==> src/rtl/dcache.sv <==
// Direct-mapped, write-through, no-write-allocate data cache with one-word lines.
// Read hits complete combinationally; misses and stores stall the datapath until the backing memory acks.
module dcache #(
  parameter int INDEX_BITS = 4
) (
  input  logic        clk,
  input  logic        reset,
  input  logic [31:0] cpu_addr,
  input  logic        cpu_memread,
  input  logic        cpu_memwrite,
  input  logic [31:0] cpu_wdata,
  output logic [31:0] cpu_rdata,
  output logic        stall,
  output logic        mem_req,
  output logic        mem_we,
  output logic [31:0] mem_addr,
  output logic [31:0] mem_wdata,
  input  logic [31:0] mem_rdata,
  input  logic        mem_ack
);

  localparam int LINES = 1 << INDEX_BITS;
  localparam int TAG_W = 30 - INDEX_BITS;

  typedef enum logic [1:0] {
    ST_IDLE  = 2'd0,
    ST_FILL  = 2'd1,
    ST_WRITE = 2'd2,
    ST_WDONE = 2'd3
  } state_t;

  state_t state_r, state_next_s;

  logic              valid_r [LINES];
  logic [TAG_W-1:0]  tag_r   [LINES];
  logic [31:0]       data_r  [LINES];

  logic              mem_req_r, mem_we_r;
  logic [31:0]       mem_addr_r, mem_wdata_r;

  logic [INDEX_BITS-1:0] cpu_idx_s, mem_idx_s;
  logic [TAG_W-1:0]      cpu_tag_s, mem_tag_s;
  logic                  cpu_hit_s, mem_hit_s;
  logic                  stall_s;
  logic [31:0]           rdata_s;
  logic                  addr_lsb_unused_s;

  // Lookups use the live CPU address in IDLE and the latched request address once a transfer is in flight.
  assign cpu_idx_s = cpu_addr[INDEX_BITS+1:2];
  assign cpu_tag_s = cpu_addr[31:INDEX_BITS+2];
  assign mem_idx_s = mem_addr_r[INDEX_BITS+1:2];
  assign mem_tag_s = mem_addr_r[31:INDEX_BITS+2];
  assign cpu_hit_s = valid_r[cpu_idx_s] && (tag_r[cpu_idx_s] == cpu_tag_s);
  assign mem_hit_s = valid_r[mem_idx_s] && (tag_r[mem_idx_s] == mem_tag_s);
  assign addr_lsb_unused_s = ^cpu_addr[1:0];

  // Next-state, stall and load-data decode.
  always_comb begin
    state_next_s = state_r;
    stall_s      = 1'b0;
    rdata_s      = 32'h0;
    case (state_r)
      ST_IDLE: begin
        if (cpu_memwrite) begin
          stall_s      = 1'b1;
          state_next_s = ST_WRITE;
        end else if (cpu_memread) begin
          if (cpu_hit_s) begin
            rdata_s = data_r[cpu_idx_s];
          end else begin
            stall_s      = 1'b1;
            state_next_s = ST_FILL;
          end
        end else begin
          state_next_s = ST_IDLE;
        end
      end
      ST_FILL: begin
        stall_s = 1'b1;
        if (mem_ack) begin
          state_next_s = ST_IDLE;
        end else begin
          state_next_s = ST_FILL;
        end
      end
      ST_WRITE: begin
        stall_s = 1'b1;
        if (mem_ack) begin
          state_next_s = ST_WDONE;
        end else begin
          state_next_s = ST_WRITE;
        end
      end
      ST_WDONE: state_next_s = ST_IDLE;
      default:  state_next_s = ST_IDLE;
    endcase
  end

  // State register, memory-side request registers and line storage updates.
  always_ff @(posedge clk) begin
    if (reset) begin
      state_r     <= ST_IDLE;
      mem_req_r   <= 1'b0;
      mem_we_r    <= 1'b0;
      mem_addr_r  <= 32'h0;
      mem_wdata_r <= 32'h0;
      for (int i = 0; i < LINES; i++) begin
        valid_r[i] <= 1'b0;
      end
    end else begin
      state_r <= state_next_s;
      case (state_r)
        ST_IDLE: begin
          if (cpu_memwrite) begin
            mem_req_r   <= 1'b1;
            mem_we_r    <= 1'b1;
            mem_addr_r  <= {cpu_addr[31:2], 2'b00};
            mem_wdata_r <= cpu_wdata;
          end else if (cpu_memread && !cpu_hit_s) begin
            mem_req_r  <= 1'b1;
            mem_we_r   <= 1'b0;
            mem_addr_r <= {cpu_addr[31:2], 2'b00};
          end
        end
        ST_FILL: begin
          if (mem_ack) begin
            valid_r[mem_idx_s] <= 1'b1;
            tag_r[mem_idx_s]   <= mem_tag_s;
            data_r[mem_idx_s]  <= mem_rdata;
            mem_req_r          <= 1'b0;
          end
        end
        ST_WRITE: begin
          if (mem_ack) begin
            // Write-through without allocation: only an already-resident line is refreshed.
            if (mem_hit_s) begin
              data_r[mem_idx_s] <= mem_wdata_r;
            end
            mem_req_r <= 1'b0;
            mem_we_r  <= 1'b0;
          end
        end
        default: begin
        end
      endcase
    end
  end

  assign cpu_rdata = rdata_s;
  assign stall     = stall_s;
  assign mem_req   = mem_req_r;
  assign mem_we    = mem_we_r;
  assign mem_addr  = mem_addr_r;
  assign mem_wdata = mem_wdata_r;

endmodule
==> config.mk <==
export PLATFORM = sky130hd
export DESIGN_NAME = dcache
export DESIGN_NICKNAME = d
export VERILOG_FILES = /design/src/rtl/dcache.sv
export SDC_FILE = /design/constraint.sdc
export NUM_CORES = 1
export LEC_CHECK = 0
export ABC_AREA = 0
export BUFFER_PORTS_ARGS = -buffer_cell sky130_fd_sc_hd__buf_2
export CORE_MARGIN = 4
export CORE_UTILIZATION = 30
export CTS_CLUSTER_DIAMETER = 80
export DETAILED_ROUTE_END_ITERATION = 10
export GPL_TIMING_DRIVEN = 1
export PLACE_DENSITY_LB_ADDON = 0.15
export SYNTH_ARGS = -nofsm -noshare
export SYNTH_HDL_FRONTEND = slang
export SYNTH_SLANG_ARGS = --single-unit
==> constraint.sdc <==
create_clock -name clk -period 6.7 [get_ports clk]
set_input_delay 1.34 -clock clk [delete_from_list [all_inputs] [get_ports clk]]
set_output_delay 1.34 -clock clk [all_outputs]
set_load 0.02 [all_outputs]
Word level (Yosys, flattened, before mapping)
Memory sizes are Yosys's and may differ from the RTL's. A register that Yosys moved wholly into a read port is not among the register bits.
Index checks and enable logic that the tools add are counted.
- register bits after elaboration: 68
- RAM bits: 944
- bits of input ports: 101
- output and inout bits: 99
- word-level logic and storage cells: 74
- memories kept: 3
- memories (memory ; depth ; bits a word ; read ports ; clocked after memory_dff ; write ports ; line ; source):
    data_r ; 16 ; 32 ; 1 ; 0 ; 1 ; 36 ; logic [31:0] data_r [LINES];
    tag_r ; 16 ; 26 ; 2 ; 1 ; 1 ; 35 ; logic [TAG_W-1:0] tag_r [LINES];
    valid_r ; 16 ; 1 ; 2 ; 1 ; 16 ; 34 ; logic valid_r [LINES];
- eq/ne operators: 9
- muxes and demuxes: 42
- bitwise gates (word level): 1
- reduce and logical (&&, ||, !) cells: 14
- operator list (cell ; number):
    $mux 32 ; 7
    $eq 26x26->1 ; 2
    $mux 1 ; 23
    $mux 4 ; 5
    $pmux 2 s4 ; 1
    $mux 2 ; 3
    $pmux 1 s2 ; 3
    $reduce_and 3->1 ; 2
    $reduce_bool 2->1 ; 3
    $eq 2x2->1 const B ; 2
    $ne 4x4->1 const B ; 1
    $reduce_and 2->1 ; 2
    $logic_and 1x1->1 ; 3
    $ne 3x3->1 const B ; 1
    $eq 2x1->1 const B ; 1
    $logic_not 2->1 ; 1
    $ne 2x1->1 const B ; 1
    $ne 2x2->1 const B ; 1
    $reduce_or 2->1 ; 1
    $logic_not 1->1 ; 1
    $or 1x1->1 ; 1
    $reduce_or 1->1 ; 1

Logic depth before layout (Yosys ltp)
An unclocked memory read counts as a cell.
- depth in word-level cells: 9
- gate-level depth with buffers: 14

Worst setup path before layout
No wires, ideal clock.
- kind: register to register
- from: register with a tool-made name
- to: memory data_r[12][0], enable pin
- library setup time: 0.461 ns
- arrival: 5.020 ns
- required time: 6.239 ns
- slack: 1.219 ns
- stages on the path, launching flop included: 12
- path buffers: 2
- cell sequence: dfxtp_1 -> clkbuf_1 -> buf_1 -> mux4_2 -> mux4_2 -> xnor2_1 -> nand3_1 -> nor3_1 -> nand4_1 -> nand2_1 -> nand3_1 -> nor3_1
- RTL lines (item ; line):
    end, declared ; 36

Final worst setup path
- from: input cpu_addr[4]
- to: output cpu_rdata[12]
- cells in the longest elaborated chain, start to end: 7
- elaborated cells on any way between the ends: 9
- classes of those cells: eq/ne: 1; mux: 4; reduce/logical: 1; memory: 3
- ends and longest elaborated chain (item ; line ; source):
    start, declared ; 8 ; input logic [31:0] cpu_addr,
    $mem_v2 16x26 ; n/a ;
    $eq 26x26->1 ; 53 ; assign cpu_hit_s = valid_r[cpu_idx_s] && (tag_r[cpu_idx_s] == cpu_tag_s);
    $logic_and 1x1->1 ; 53 ;
    $mux 32 * ; 68 ; if (cpu_hit_s) begin
    $mux 32 * ; 67 ; end else if (cpu_memread) begin
    $mux 32 * ; 64 ; if (cpu_memwrite) begin
    $mux 32 * ; 62 ; case (state_r)
    end, declared ; 12 ; output logic [31:0] cpu_rdata,
Every way passes the cells marked *; elsewhere a longest branch is shown, timed or not.

==> impl_metrics.ini <==
[cells_and_area]
layout-drive-gt1-share_pct = 36.9
fill_cells = 13200
regArea_sq_um = 29600
layout.cells.non_filler = 4455
layout_commonest_cell = edfxtp_1
syn_to_final_growth_pct = 17.6
multi_input_area_sq_um = 13400
mostFrequentLayoutCells = 928 x edfxtp_1, 377 x mux4_2, 191 x buf_2, 113 x clkbuf_16, 99 x mux2i_1
finalNetCount = 2556

[sta]
layout_min_cycle_time_ps = 6490
fin_crit_sh_pct = 96.8
relSlewSlack_pct = 27.2
setup_viol = 0
drv_slew = 0
fin_tns_setup_ps = 0
max_freq_mhz = 154
rsz0062_at_grt = false
worst_pin_slew_ps = 1090
hold_viol = 0
finClkSkew_ps = 52.5

[floorplan]
die_area_sq_um = 151000
core_area_sq_um = 144000
dieWidth_um = 389
rows = 139
initial_utilization_pct = 30.3
io_pins = 200
fp.dieH_um = 389

[setup_path]
r2r_slack_ps = 1380
crit_fanout = 43
r2r-end = data_r[12][15]
cp-start-kind = input pin
crit_path_end_kind = output pin
critical_path_class = input pin to output pin
required_ps = 5360
rr_worst_depth = 12
critPathLaunch = cpu_addr[4]
cp.arrival_ps = 5150
endpoint = cpu_rdata[12]

[yosys]
avgSynthCellArea_sq_um = 20.0
synth_edf_count = 928
yosys_most_used_dff = edfxtp_1
synth.ff_latch_count = 1014
yosysWarnings = 0
netlist_area_sq_um = 43600
syn_inst = 2179
synth-async-reset-ratio_pct = 0
seq_area_frac_synth_pct = 67.9
synth_cell_types = 67

[cts]
clkTransAtPathRegs_ps = 60
insertion_delay_ps = 740
cts_made_buffers = 113
cts_hold_buffers = 0
cts_resized = 0
cts_root_buffer = clkbuf_16
post_cts_buffers = 0
cts_buffer_depth = 3
cts_tree = done
cts_max_level = 3
cts_sinks = 1014

[placed_design]
place_congestion = 0.792
dp_hpwl_um = 77400
placedCellCount = 4239
io_buffers = 195

[global_route]
gr-total-overflow = 0
grt_pass1_wl_um = 183000
met3_usage_pct = 3.47
antenna_found_initial = 10
grt_pass1_vias = 24200
grtUsageMet2_pct = 27.7
grt_usage_pct = 16.9
busiest_layer = met2
grt_max_degree = 71
met1_usage_pct = 23.0

[run_status]
status = complete, no violations

[pwr]
power_density_nw_per_um2 = 280
finalPower_w = 0.0143
p_leak_nw = 16.3
vdd_drop_max_mv = 0.196

[worst_hold_path]
hp-class = flip-flop to flip-flop

[drt]
drt-total-wl_um = 129000
drt_iter0_drc = 1777
post_drt_wl_per_cell_um = 29.0
vias = 23000
first_pass_iters = 7
drc = 0
ant_nets = 0
vias_per_cell = 5.17

[flow_run]
drv_cap = 0
cell usage after synthesis, drive strengths merged (3+ instances only):
library cell    n  area [sq um]
a211oi          4          30.0
a21oi          39           195
a221oi          7          67.6
a22o            8          70.1
a22oi           7          52.6
a31o            3          26.3
a31oi           3          18.8
and2            5          31.3
buf            75           485
clkbuf         65           245
dfxtp          86          1720
edfxtp        928         27900
ha              4          50.1
inv            26          97.6
mux2           53           597
mux2i          99           991
mux4          380          8570
nand2          84           315
nand2b         11          68.8
nand3           6          30.0
nand4          11          68.8
nor2           77           289
nor2b          43           494
nor3           11          55.1
nor4            5          46.3
o21a            3          22.5
o21ai          11          55.1
o22ai          28           175
or2             5          31.3
or3             6          37.5
xnor2          39           342
xor2           20           175
power breakdown:
part / internal, W / switching [W] / total, W
logic: 0.000473 / 0.000613 / 0.00109
registers: 0.00697 / 0.000105 / 0.00707
clock network: 0.00356 / 0.00262 / 0.00618
total: 0.0110 / 0.00334 / 0.0143
final cells by class:
type	instances	area share (%)
Clock inverter	62	1.33
Multi-Input combinational cell	998	26.1
Sequential cell	1014	57.8
Clock buffer	150	5.93
Tap cell	1903	4.65
Timing Repair Buffer	296	3.95
Antenna cell	4	0.0195
Inverter	28	0.210
sequential cells by signal, summed over array words and instances (netlist names), named ones only:
| signal | flops |
|---|---|
| mem_req | 1 |
| mem_wdata | 32 |
| mem_we | 1 |
| data_r | 512 |
| valid_r | 16 |
| tag_r | 416 |
| state_r | 2 |
| mem_addr | 30 |
layer usage:
layer / wire, um / vias to the layer above
li1: - / 9617
met1: 55700 / 12500
met2: 62300 / 768
met3: 8290 / 164
met4: 2970 / 6
met5: 52 / -
stage by stage:
| stage | cell area, sq um | hold WS (ps) | utilization, % | setup WS [ps] |
|---|---|---|---|---|
| floorplan | 43600 | 459 | - | 1220 |
| global placement | 47500 | 450 | 33.0 | 330 |
| detailed placement | 47500 | 458 | 33.0 | 253 |
| CTS | 51200 | 467 | 35.6 | 242 |
| global route | 51200 | 486 | 35.6 | 110 |
| finish | 51200 | 462 | 35.6 | 212 |
critical path: stages:
cell and delay (ps):
buf_8 370, buf_4 290, buf_4 200, mux4_2 330
mux4_2 480, xnor2_1 360, nand2_1 140, nor2_1 140
nand4_1 100, or4_4 630, buf_12 220, nor2b_4 160
buf_2 170
worst min-delay path by stage:
stage / from / cells past startpoint / endpoint
finish: mem_wdata[10] / 2 / mem_wdata[10]
detailed placement: mem_wdata[10] / 2 / mem_wdata[10]
global route: mem_wdata[14] / 2 / mem_wdata[14]
global placement: mem_wdata[8] / 2 / mem_wdata[8]
CTS: mem_wdata[10] / 2 / mem_wdata[10]
floorplan: valid_r[10] / 2 / valid_r[10]
cells by family after synthesis:
family                   count (synthesis)  synth area share, %
adder cells (fa/ha/maj)                  4                0.115
XOR/XNOR                                59                 1.19
flip-flops                            1014                 67.9
AO/OA/AOI/OAI                          131                 2.01
buffers and inverters                  168                 1.92
AND/OR/NAND/NOR                        270                 3.50
multiplexers                           532                 23.3
other                                    1              0.00861
Power figures use the tool's default switching activity.
